$ cat src/rtl/bcd_conv_arbiter_if.sv
// Request/response bus between the requesters and the shared BCD converter arbiter.
// The master side issues requests; the slave side (the arbiter) accepts and responds.
interface bcd_conv_arbiter_if #(
    parameter int NUM_REQ = 2
) ();
    logic [NUM_REQ-1:0]    req_valid;
    logic [16*NUM_REQ-1:0] req_data;
    logic [NUM_REQ-1:0]    req_ready;
    logic [NUM_REQ-1:0]    resp_valid;
    logic [19:0]           resp_bcd;
    logic                  resp_neg;
    logic                  resp_sat;
    logic                  resp_err;

    modport master (
        output req_valid, req_data,
        input  req_ready, resp_valid, resp_bcd, resp_neg, resp_sat, resp_err
    );

    modport slave (
        input  req_valid, req_data,
        output req_ready, resp_valid, resp_bcd, resp_neg, resp_sat, resp_err
    );
endinterface

$ cat src/rtl/bcd_conv_arbiter.sv
// Round-robin arbiter sharing one binary-to-BCD converter between NUM_REQ requesters,
// with sign/magnitude pre-processing and a watchdog that resets a hung converter.
module bcd_conv_arbiter #(
    parameter int NUM_REQ     = 2,
    parameter int TIMEOUT_CYC = 255,
    parameter int RST_CYC     = 2
) (
    input  logic                clk,
    input  logic                reset,
    bcd_conv_arbiter_if.slave   bus,
    output logic                busy,
    output logic                conv_inicio,
    output logic [14:0]         conv_bin,
    output logic                conv_rst,
    input  logic                conv_done,
    input  logic [19:0]         conv_bcd
);
    localparam int PTR_W = (NUM_REQ > 2) ? 2 : 1;
    localparam int WD_W  = $clog2(TIMEOUT_CYC + 1);
    localparam int RC_W  = (RST_CYC > 1) ? $clog2(RST_CYC) : 1;

    typedef enum logic [2:0] {S_IDLE, S_ISSUE, S_WAIT, S_RECOVER, S_RESP} state_t;

    function automatic logic [NUM_REQ-1:0] onehot(input logic [PTR_W-1:0] idx);
        logic [NUM_REQ-1:0] v;
        v      = '0;
        v[idx] = 1'b1;
        return v;
    endfunction

    state_t             state_q, state_d;
    logic [PTR_W-1:0]   rr_ptr_q, rr_ptr_d, grant_q, grant_d;
    logic [WD_W-1:0]    wd_cnt_q, wd_cnt_d;
    logic [RC_W-1:0]    rc_cnt_q, rc_cnt_d;
    logic [14:0]        conv_bin_q, conv_bin_d;
    logic               neg_q, neg_d, sat_q, sat_d;
    logic [19:0]        resp_bcd_q, resp_bcd_d;
    logic               resp_neg_q, resp_neg_d, resp_sat_q, resp_sat_d, resp_err_q, resp_err_d;
    logic [NUM_REQ-1:0] req_ready_q, req_ready_d, resp_valid_q, resp_valid_d;
    logic               busy_q, busy_d, conv_inicio_q, conv_inicio_d, conv_rst_q, conv_rst_d;

    logic               found_s;
    logic [PTR_W-1:0]   pick_s, rr_next_s;
    logic [15:0]        sel_data_s, mag_s;
    logic               sat_s;
    logic [14:0]        bin_s;

    // Round-robin pick of the first valid requester at or after rr_ptr, plus sign/magnitude of its data.
    always_comb begin
        int idx;
        idx     = 0;
        found_s = 1'b0;
        pick_s  = '0;
        for (int i = NUM_REQ - 1; i >= 0; i--) begin
            idx     = int'(rr_ptr_q) + i;
            idx     = (idx >= NUM_REQ) ? idx - NUM_REQ : idx;
            pick_s  = bus.req_valid[idx] ? PTR_W'(idx) : pick_s;
            found_s = found_s | bus.req_valid[idx];
        end
        rr_next_s  = (pick_s == PTR_W'(NUM_REQ - 1)) ? '0 : pick_s + PTR_W'(1);
        sel_data_s = bus.req_data[int'(pick_s)*16 +: 16];
        mag_s      = sel_data_s[15] ? (16'd0 - sel_data_s) : sel_data_s;
        // -32768 has no positive 16-bit twin; clamp it to the largest magnitude.
        sat_s      = (sel_data_s == 16'h8000);
        bin_s      = sat_s ? 15'h7FFF : mag_s[14:0];
    end

    // Next-state and registered-output logic; single-cycle pulses default low.
    always_comb begin
        state_d       = state_q;
        rr_ptr_d      = rr_ptr_q;
        grant_d       = grant_q;
        wd_cnt_d      = wd_cnt_q;
        rc_cnt_d      = rc_cnt_q;
        conv_bin_d    = conv_bin_q;
        neg_d         = neg_q;
        sat_d         = sat_q;
        resp_bcd_d    = resp_bcd_q;
        resp_neg_d    = resp_neg_q;
        resp_sat_d    = resp_sat_q;
        resp_err_d    = resp_err_q;
        req_ready_d   = '0;
        resp_valid_d  = '0;
        conv_inicio_d = 1'b0;
        conv_rst_d    = 1'b0;
        case (state_q)
            S_IDLE: begin
                if (found_s) begin
                    state_d       = S_ISSUE;
                    grant_d       = pick_s;
                    rr_ptr_d      = rr_next_s;
                    conv_bin_d    = bin_s;
                    neg_d         = sel_data_s[15];
                    sat_d         = sat_s;
                    req_ready_d   = onehot(pick_s);
                    conv_inicio_d = 1'b1;
                end else begin
                    state_d = S_IDLE;
                end
            end
            S_ISSUE: begin
                state_d  = S_WAIT;
                wd_cnt_d = '0;
            end
            S_WAIT: begin
                if (conv_done) begin
                    state_d      = S_RESP;
                    resp_bcd_d   = conv_bcd;
                    resp_neg_d   = neg_q;
                    resp_sat_d   = sat_q;
                    resp_err_d   = 1'b0;
                    resp_valid_d = onehot(grant_q);
                end else if (wd_cnt_q == WD_W'(TIMEOUT_CYC)) begin
                    state_d    = S_RECOVER;
                    rc_cnt_d   = '0;
                    conv_rst_d = 1'b1;
                end else begin
                    wd_cnt_d = wd_cnt_q + WD_W'(1);
                end
            end
            S_RECOVER: begin
                if (rc_cnt_q == RC_W'(RST_CYC - 1)) begin
                    state_d      = S_RESP;
                    resp_bcd_d   = 20'd0;
                    resp_neg_d   = 1'b0;
                    resp_sat_d   = 1'b0;
                    resp_err_d   = 1'b1;
                    resp_valid_d = onehot(grant_q);
                end else begin
                    rc_cnt_d   = rc_cnt_q + RC_W'(1);
                    conv_rst_d = 1'b1;
                end
            end
            S_RESP: begin
                state_d = S_IDLE;
            end
            default: begin
                state_d = S_IDLE;
            end
        endcase
        busy_d = (state_d != S_IDLE);
    end

    // State and output registers.
    always_ff @(posedge clk or negedge reset) begin
        if (!reset) begin
            state_q       <= S_IDLE;
            rr_ptr_q      <= '0;
            grant_q       <= '0;
            wd_cnt_q      <= '0;
            rc_cnt_q      <= '0;
            conv_bin_q    <= 15'd0;
            neg_q         <= 1'b0;
            sat_q         <= 1'b0;
            resp_bcd_q    <= 20'd0;
            resp_neg_q    <= 1'b0;
            resp_sat_q    <= 1'b0;
            resp_err_q    <= 1'b0;
            req_ready_q   <= '0;
            resp_valid_q  <= '0;
            busy_q        <= 1'b0;
            conv_inicio_q <= 1'b0;
            conv_rst_q    <= 1'b0;
        end else begin
            state_q       <= state_d;
            rr_ptr_q      <= rr_ptr_d;
            grant_q       <= grant_d;
            wd_cnt_q      <= wd_cnt_d;
            rc_cnt_q      <= rc_cnt_d;
            conv_bin_q    <= conv_bin_d;
            neg_q         <= neg_d;
            sat_q         <= sat_d;
            resp_bcd_q    <= resp_bcd_d;
            resp_neg_q    <= resp_neg_d;
            resp_sat_q    <= resp_sat_d;
            resp_err_q    <= resp_err_d;
            req_ready_q   <= req_ready_d;
            resp_valid_q  <= resp_valid_d;
            busy_q        <= busy_d;
            conv_inicio_q <= conv_inicio_d;
            conv_rst_q    <= conv_rst_d;
        end
    end

    assign bus.req_ready  = req_ready_q;
    assign bus.resp_valid = resp_valid_q;
    assign bus.resp_bcd   = resp_bcd_q;
    assign bus.resp_neg   = resp_neg_q;
    assign bus.resp_sat   = resp_sat_q;
    assign bus.resp_err   = resp_err_q;
    assign busy           = busy_q;
    assign conv_inicio    = conv_inicio_q;
    assign conv_bin       = conv_bin_q;
    assign conv_rst       = conv_rst_q;
endmodule

$ cat src/flat_wrapper.sv
// flat-port wrapper written by rule: the top's interface ports become plain ports
module bcd_conv_arbiter_flat 
#(
    parameter int NUM_REQ     = 2,
    parameter int TIMEOUT_CYC = 255,
    parameter int RST_CYC     = 2
)
  (clk, reset, busy, conv_inicio, conv_bin, conv_rst, conv_done, conv_bcd, bus_req_valid, bus_req_data, bus_req_ready, bus_resp_valid, bus_resp_bcd, bus_resp_neg, bus_resp_sat, bus_resp_err);
  bcd_conv_arbiter_if #(.NUM_REQ(NUM_REQ)) bus_i ();
  input  logic clk;
  input  logic reset;
  output logic busy;
  output logic conv_inicio;
  output logic [14:0] conv_bin;
  output logic conv_rst;
  input  logic conv_done;
  input  logic [19:0] conv_bcd;
  input wire logic [$bits(bus_i.req_valid)-1:0] bus_req_valid;
  input wire logic [$bits(bus_i.req_data)-1:0] bus_req_data;
  output wire logic [$bits(bus_i.req_ready)-1:0] bus_req_ready;
  output wire logic [$bits(bus_i.resp_valid)-1:0] bus_resp_valid;
  output wire logic [$bits(bus_i.resp_bcd)-1:0] bus_resp_bcd;
  output wire logic [$bits(bus_i.resp_neg)-1:0] bus_resp_neg;
  output wire logic [$bits(bus_i.resp_sat)-1:0] bus_resp_sat;
  output wire logic [$bits(bus_i.resp_err)-1:0] bus_resp_err;
  assign bus_i.req_valid = bus_req_valid;
  assign bus_i.req_data = bus_req_data;
  assign bus_req_ready = bus_i.req_ready;
  assign bus_resp_valid = bus_i.resp_valid;
  assign bus_resp_bcd = bus_i.resp_bcd;
  assign bus_resp_neg = bus_i.resp_neg;
  assign bus_resp_sat = bus_i.resp_sat;
  assign bus_resp_err = bus_i.resp_err;
  bcd_conv_arbiter #(.NUM_REQ(NUM_REQ), .TIMEOUT_CYC(TIMEOUT_CYC), .RST_CYC(RST_CYC)) u_core (.clk(clk), .reset(reset), .bus(bus_i), .busy(busy), .conv_inicio(conv_inicio), .conv_bin(conv_bin), .conv_rst(conv_rst), .conv_done(conv_done), .conv_bcd(conv_bcd));
endmodule
$ cat config.mk
export PLATFORM = sky130hd
export DESIGN_NAME = bcd_conv_arbiter_flat
export DESIGN_NICKNAME = d
export VERILOG_FILES = /design/src/rtl/bcd_conv_arbiter_if.sv /design/src/rtl/bcd_conv_arbiter.sv /design/src/flat_wrapper.sv
export SDC_FILE = /design/constraint.sdc
export NUM_CORES = 1
export LEC_CHECK = 0
export ABC_AREA = 0
export BUFFER_PORTS_ARGS = -buffer_cell sky130_fd_sc_hd__buf_2
export CAP_MARGIN = 30
export CORE_AREA = 4 4 93 95
export CTS_CLUSTER_SIZE = 25
export DETAILED_ROUTE_END_ITERATION = 10
export DIE_AREA = 0 0 97 99
export MAX_ROUTING_LAYER = met4
export PLACE_DENSITY_LB_ADDON = 0.1
export RECOVER_POWER = 25
export SLEW_MARGIN = 20
export SYNTH_ARGS = -nofsm -noshare
export SYNTH_HDL_FRONTEND = slang
export SYNTH_SLANG_ARGS = --single-unit
$ cat constraint.sdc
create_clock -name clk -period 2.3 [get_ports clk]
set_input_delay 0.115 -clock clk [delete_from_list [all_inputs] [get_ports clk]]
set_output_delay 0.115 -clock clk [all_outputs]
set_load 0.1 [all_outputs]
# Yosys cells after proc, flatten, opt, wreduce, memory -nomap -nowiden
# Cells that the tools add are included.
classes:
  add_sub_neg: 7
  magnitude_cmp: 8
  eq_ne: 10
  shifts: 1
  muxes: 51
  bitwise_logic: 1
  reduce_logical: 10
op_table:
  columns: ["operator", "count"]
  rows:
  - ["$lt 32x3->1 const B", 2]
  - ["$mux 32", 2]
  - ["$mux 20", 2]
  - ["$pmux 20 s2", 1]
  - ["$ge 32x3->1 const B", 1]
  - ["$shiftx 32x6->16", 1]
  - ["$sub 32x3->32 const B", 1]
  - ["$mux 15", 2]
  - ["$mux 1", 25]
  - ["$eq 16x16->1 const B", 1]
  - ["$mux 8", 2]
  - ["$pmux 8 s2", 1]
  - ["$sub 1x15->15 const A", 1]
  - ["$pmux 3 s4", 1]
  - ["$pmux 1 s2", 5]
  - ["$mux 3", 3]
  - ["$reduce_and 3->1", 3]
  - ["$add 8x1->8 const B", 1]
  - ["$eq 8x8->1 const B", 1]
  - ["$mux 2", 4]
  - ["$eq 3x2->1 const B", 2]
  - ["$ne 2x2->1 const B", 3]
  - ["$lt 1x2->1 const B", 2]
  - ["$ne 2x1->1 const B", 2]
  - ["14 further kinds", 19]
totals:
  regBits: 61
  inputBits: 57
  output_inout_bits: 45
  word_cells: 105

# Depth between registers and ports, before layout
logic_depth:
  ltp_word: 14
  depth_mapped: 7
  mapped_depth_nobuf: 7

# Least setup slack after synthesis
# No wires, ideal clock.
synth_path:
  path_type: "register to register"
  startpoint: "register u_core.rr_ptr_q"
  endpoint: "register u_core.conv_bin_q[12] (netlist: u_core.conv_bin[12])"
  setup_ns: 0.123
  arrival_ns: 1.850
  required_ns: 2.177
  slack_ns: 0.327
  path_stages_with_launch: 8
  path_buffers: 1
  synth_period_minus_slack_ns: 1.973
  path_cell_list: "dfrtp_1 > nand2b_1 > nand2_1 > buf_2 > mux2_2 > o21ai_0 > xnor2_1 > a21oi_2"
synth_via:
  elab_chain_len: 12
  word_cells_on_any_way: 22
  cone_classes: "add/sub: 4; order compare: 2; eq/ne: 1; shift: 1; mux: 12; bitwise: 1; reduce/logical: 1"
synth_lines:
  columns: ["item", "line", "text"]
  rows:
  - ["from (decl)", "bcd_conv_arbiter.sv:32", "logic [PTR_W-1:0] rr_ptr_q, rr_ptr_d, grant_q, grant_d;"]
  - ["from (signal assigned)", "bcd_conv_arbiter.sv:166", "rr_ptr_q <= rr_ptr_d;"]
  - ["$add 1x1->2", "bcd_conv_arbiter.sv:55", "idx = int'(rr_ptr_q) + i;"]
  - ["$sub 32x3->32 / $ge 32x3->1 (equally long branches)", "bcd_conv_arbiter.sv:56", "idx = (idx >= NUM_REQ) ? idx - NUM_REQ : idx;"]
  - ["$mux 32", "bcd_conv_arbiter.sv:56", null]
  - ["$mux 1 (implied by the code) (3 in series)", "bcd_conv_arbiter.sv:57, bcd_conv_arbiter.sv:58", null]
  - ["$mux 1 (2 in series)", "bcd_conv_arbiter.sv:57", "pick_s = bus.req_valid[idx] ? PTR_W'(idx) : pick_s;"]
  - ["$shiftx 32x6->16", "bcd_conv_arbiter.sv:61", "sel_data_s = bus.req_data[int'(pick_s)*16 +: 16];"]
  - ["$sub 1x15->15", "bcd_conv_arbiter.sv:62", "mag_s = sel_data_s[15] ? (16'd0 - sel_data_s) : sel_data_s;"]
  - ["$mux 15", "bcd_conv_arbiter.sv:62", null]
  - ["$mux 15", "bcd_conv_arbiter.sv:65", "bin_s = sat_s ? 15'h7FFF : mag_s[14:0];"]
  - ["to (signal assigned)", "bcd_conv_arbiter.sv:170", "conv_bin_q <= conv_bin_d;"]
  - ["to (decl)", "bcd_conv_arbiter.sv:35", "logic [14:0] conv_bin_q, conv_bin_d;"]
# Several ways; a longest one is shown, not always the timed one. The select of a mux whose other input is x is not followed.
# A chain may end at the register's enable or synchronous reset.

# Final worst setup path
layout_path:
  startpoint: "register u_core.rr_ptr_q"
  endpoint: "register u_core.conv_bin_q[13] (netlist: u_core.conv_bin[13])"
# Same word-level chain as after synthesis.

==> results.md <==
* Synth warnings at 0
* Height of the die at 99 um
* Hold depth at 2
* Vias at 2633
* DP Wirelength at 5740 um
* Worst Hold Launch: conv_bcd[0]
* Number of port buffers at ~100
* Status: complete, no violations
* Clock Skews at 0.0101 ns
* Fin crit share at 86.5%
* Met3 WL at 435 um
* Net count reported at finish at 476
* Yosys top cell area share at 50.1%
* Top Family by Delay on Critical Path: simple AND/OR/NAND/NOR gates
* Number of top-level pins at 102
* Shortest period the worst path allows at 1.99 ns
* Syn avg cell area at 10.4 um2
* Post-synthesis async set-or-reset flop share at 100%
* Area Overhead vs Synth at 32.0%
* Max Slew Vio Count at 0
* Endpoint, Worst Hold: u_core.bus.resp_bcd[0]
* Hold WC Path Type: in2reg
* Die ar. at 0.00960 mm2
* Core region area at 0.00773 mm2
* Final Hold Vio Count at 0
* Clock-pin slew on the worst setup and hold paths at 0.07 ns
* Final setup fails at 0
* CP peak stage delay at roughly 0.42 ns
* Layout cells sized above 1 at roughly a third
* WL met2 at 3420 um
* R2r startpoint: u_core.rr_ptr_q
* First-pass GRT wire length at roughly 13000 um
* Grt total ovfl at 0
* Slowest cell on crit path: mux2i_1
* Critical Path AT at roughly 2.2 ns
* FF+latch count, synth at 61
* RSZ-0062 raised after global routing: false
* Synth area leaders: dfrtp_1 (50%), a22o_1 (6.3%), mux2i_1 (4.6%)
* WL/cell at between 10 and 15 um
* Post-synthesis sequential area ratio at 50.1%
* Synthesized area at 0.00305 mm2
* Worst-path maximum fanout at 9
* Met1 wire length at around 3700 um
* Row Count at 32
* Largest net degree at the start of global routing at 62
* Max H-tree Level at 3
* Root buffer cell: clkbuf_8
* Worst r2r path cells at 6
* Post-CTS sizing at 0
* Max_cap viols at 0
* FMAX at 503 MHz
* DR iter-0 viols at a little under 90
* Setup TNS at 0 ns
* Final antenna-violating net count at 0
* Worst Max-Slew Pin Slew at 1.45 ns
* Max Buffers Root-to-Sink at 2
* Worst R2R End: u_core.conv_bin[13]
* Reg2reg setup slack at 0.31 ns
* # diodes at 0
* DR vias/cell at ~5.0
* Syn Nets at 351
* CP Class: reg2reg
* Gp weighted congestion at 0.909
* CTS Buf Count at 9
* Cells after synthesis at 293
* Area leader, netlist: dfrtp_1
* Buf/Inv on CP at 0
* Req. time, crit path at 2.55 ns
* Routed WL at 7630 um
* Netlist cell types at 44
* Clock latency at the later pin of the worst-skew pair at 0.33 ns
* Critical path endpoint category: flop
* Top Layer Used: met4
* Number of synthesized flops with an enable pin at 0
* Die Span X at just under 100 um
* Vias in the first global route at 2607
* Main synth FF type: dfrtp_1
* CTS tree: built
* Crit path launch type: flop
* Number of iterations in the first detailed-routing pass at 4
* Clock Sinks at 61
* CP Cell Sequence: nand2b_1 -> nand2_1 -> mux2i_1 -> nand4b_4 -> and2_4 -> a21oi_2
* Rel. slew slack at under 10%
* Initial antenna violation count at 0
* DRC at 0
* Total Routing Usage GR at 16.8%
* Initial Util at roughly two fifths
-- layout by cell type (no fill, tap or decap), types with 2 or more instances in the layout --
cell type and count:
mux2_2 5, nand2_1 21, or2_2 2, or3_1 2
clkinvlp_4 3, dlygate4sd3_1 14, o31ai_1 4, and3_1 5
nor2_1 35, nor3b_1 2, nor3_1 2, nor4_1 4
inv_1 3, mux2i_1 14, xnor2_1 7, a31oi_1 5
a21oi_1 13, a21oi_2 8, clkbuf_8 10, o21ai_0 19
nand2b_1 5, xor2_1 12, a22o_1 22, buf_4 10
nand4_1 6, dfrtp_1 61, nor2b_1 3, buf_2 101
nand3_1 4
-- worst reg2reg max path, stage by stage (launching register included) --
cell	delay [ns]
dfrtp_1	0.39
nand2b_1	0.16
nand2_1	0.32
mux2i_1	0.42
nand4b_4	0.23
and2_4	0.27
a21oi_2	0.13
-- cell families after synthesis --
kind of cell / Yosys count / synth area share (%)
AO/OA/AOI/OAI: 80 / 18.9
XOR/XNOR: 19 / 5.46
adder cells (fa/ha/maj): 1 / 0.411
buffers and inverters: 15 / 2.18
flip-flops: 61 / 50.1
multiplexers: 19 / 6.45
AND/OR/NAND/NOR: 98 / 16.5
-- through the flow --
stage | hold slack [ns] | util, % | worst slack, ns | cell area (um2) | cells
floorplan | -0.181 | - | 0.327 | 3050 | 293
CTS | 0.00154 | 52.0 | 0.291 | 4020 | 524
global placement | 0.325 | 48.0 | 0.255 | 3710 | 495
finish | 0.0149 | 52.1 | 0.311 | 4020 | 525
detailed placement | 0.322 | 48.0 | 0.236 | 3710 | 495
global route | 0.00927 | 52.1 | 0.124 | 4020 | 525
-- cells in the mapped netlist (3+ instances only) --
cell type	number
clkbuf_1	9
a21oi_1	13
xor2_1	12
a22o_1	22
nor2_1	35
nand3_1	4
o21ai_0	19
a21oi_2	8
xnor2_1	7
mux2i_1	14
and3_1	5
inv_1	3
o31ai_1	4
nor2b_1	3
nor4_1	4
dfrtp_1	61
nand2_1	21
mux2_2	5
nand2b_1	5
a31oi_1	5
nand4_1	6
-- cell type report --
cell class	instances	area [um2]
Fill cell	733	3700
Clock inverter	5	36.3
Multi-Input combinational cell	217	1450
Timing Repair Buffer	126	726
Clock buffer	11	141
Tap cell	102	128
Sequential cell	61	1530
Inverter	3	11.3
-- how the worst max path moves through the flow --
stage	startpoint	endpoint	depth (start not counted)
after floorplan	u_core.rr_ptr_q	u_core.conv_bin[12]	7
after global placement	bus_req_data[23]	u_core.conv_bin[13]	7
after detailed placement	bus_req_data[23]	u_core.conv_bin[8]	7
after CTS	u_core.rr_ptr_q	u_core.conv_bin[13]	6
after global routing	u_core.rr_ptr_q	u_core.conv_bin[4]	6
final	u_core.rr_ptr_q	u_core.conv_bin[13]	6
-- state kept, by name, indices dropped and copies added (netlist names), 2 cells and up --
register and count:
u_core.bus.resp_bcd 20, u_core.bus.resp_valid 2, u_core.state_q 3, u_core.bus.req_ready 2, u_core.conv_bin 15, u_core.wd_cnt_q 8
-- what timing repair did --
action / CTS / global route
endpoints found under the hold margin: 73 / 1
hold buffers: 13 / 1
endpoints found under the setup margin: 0 / 0
setup buffers: 0 / 0
-- metal layers --
metal / up-vias / GRT usage [%]
li1: 1320 / -
met1: 1217 / 21.3
met2: 82 / 26.2
met3: 14 / 4.39
met4: 0 / 5.72
met5: - / -
Power is not shown: default switching activity piles up to over one toggle a cycle in this logic, so the estimate is an artifact.
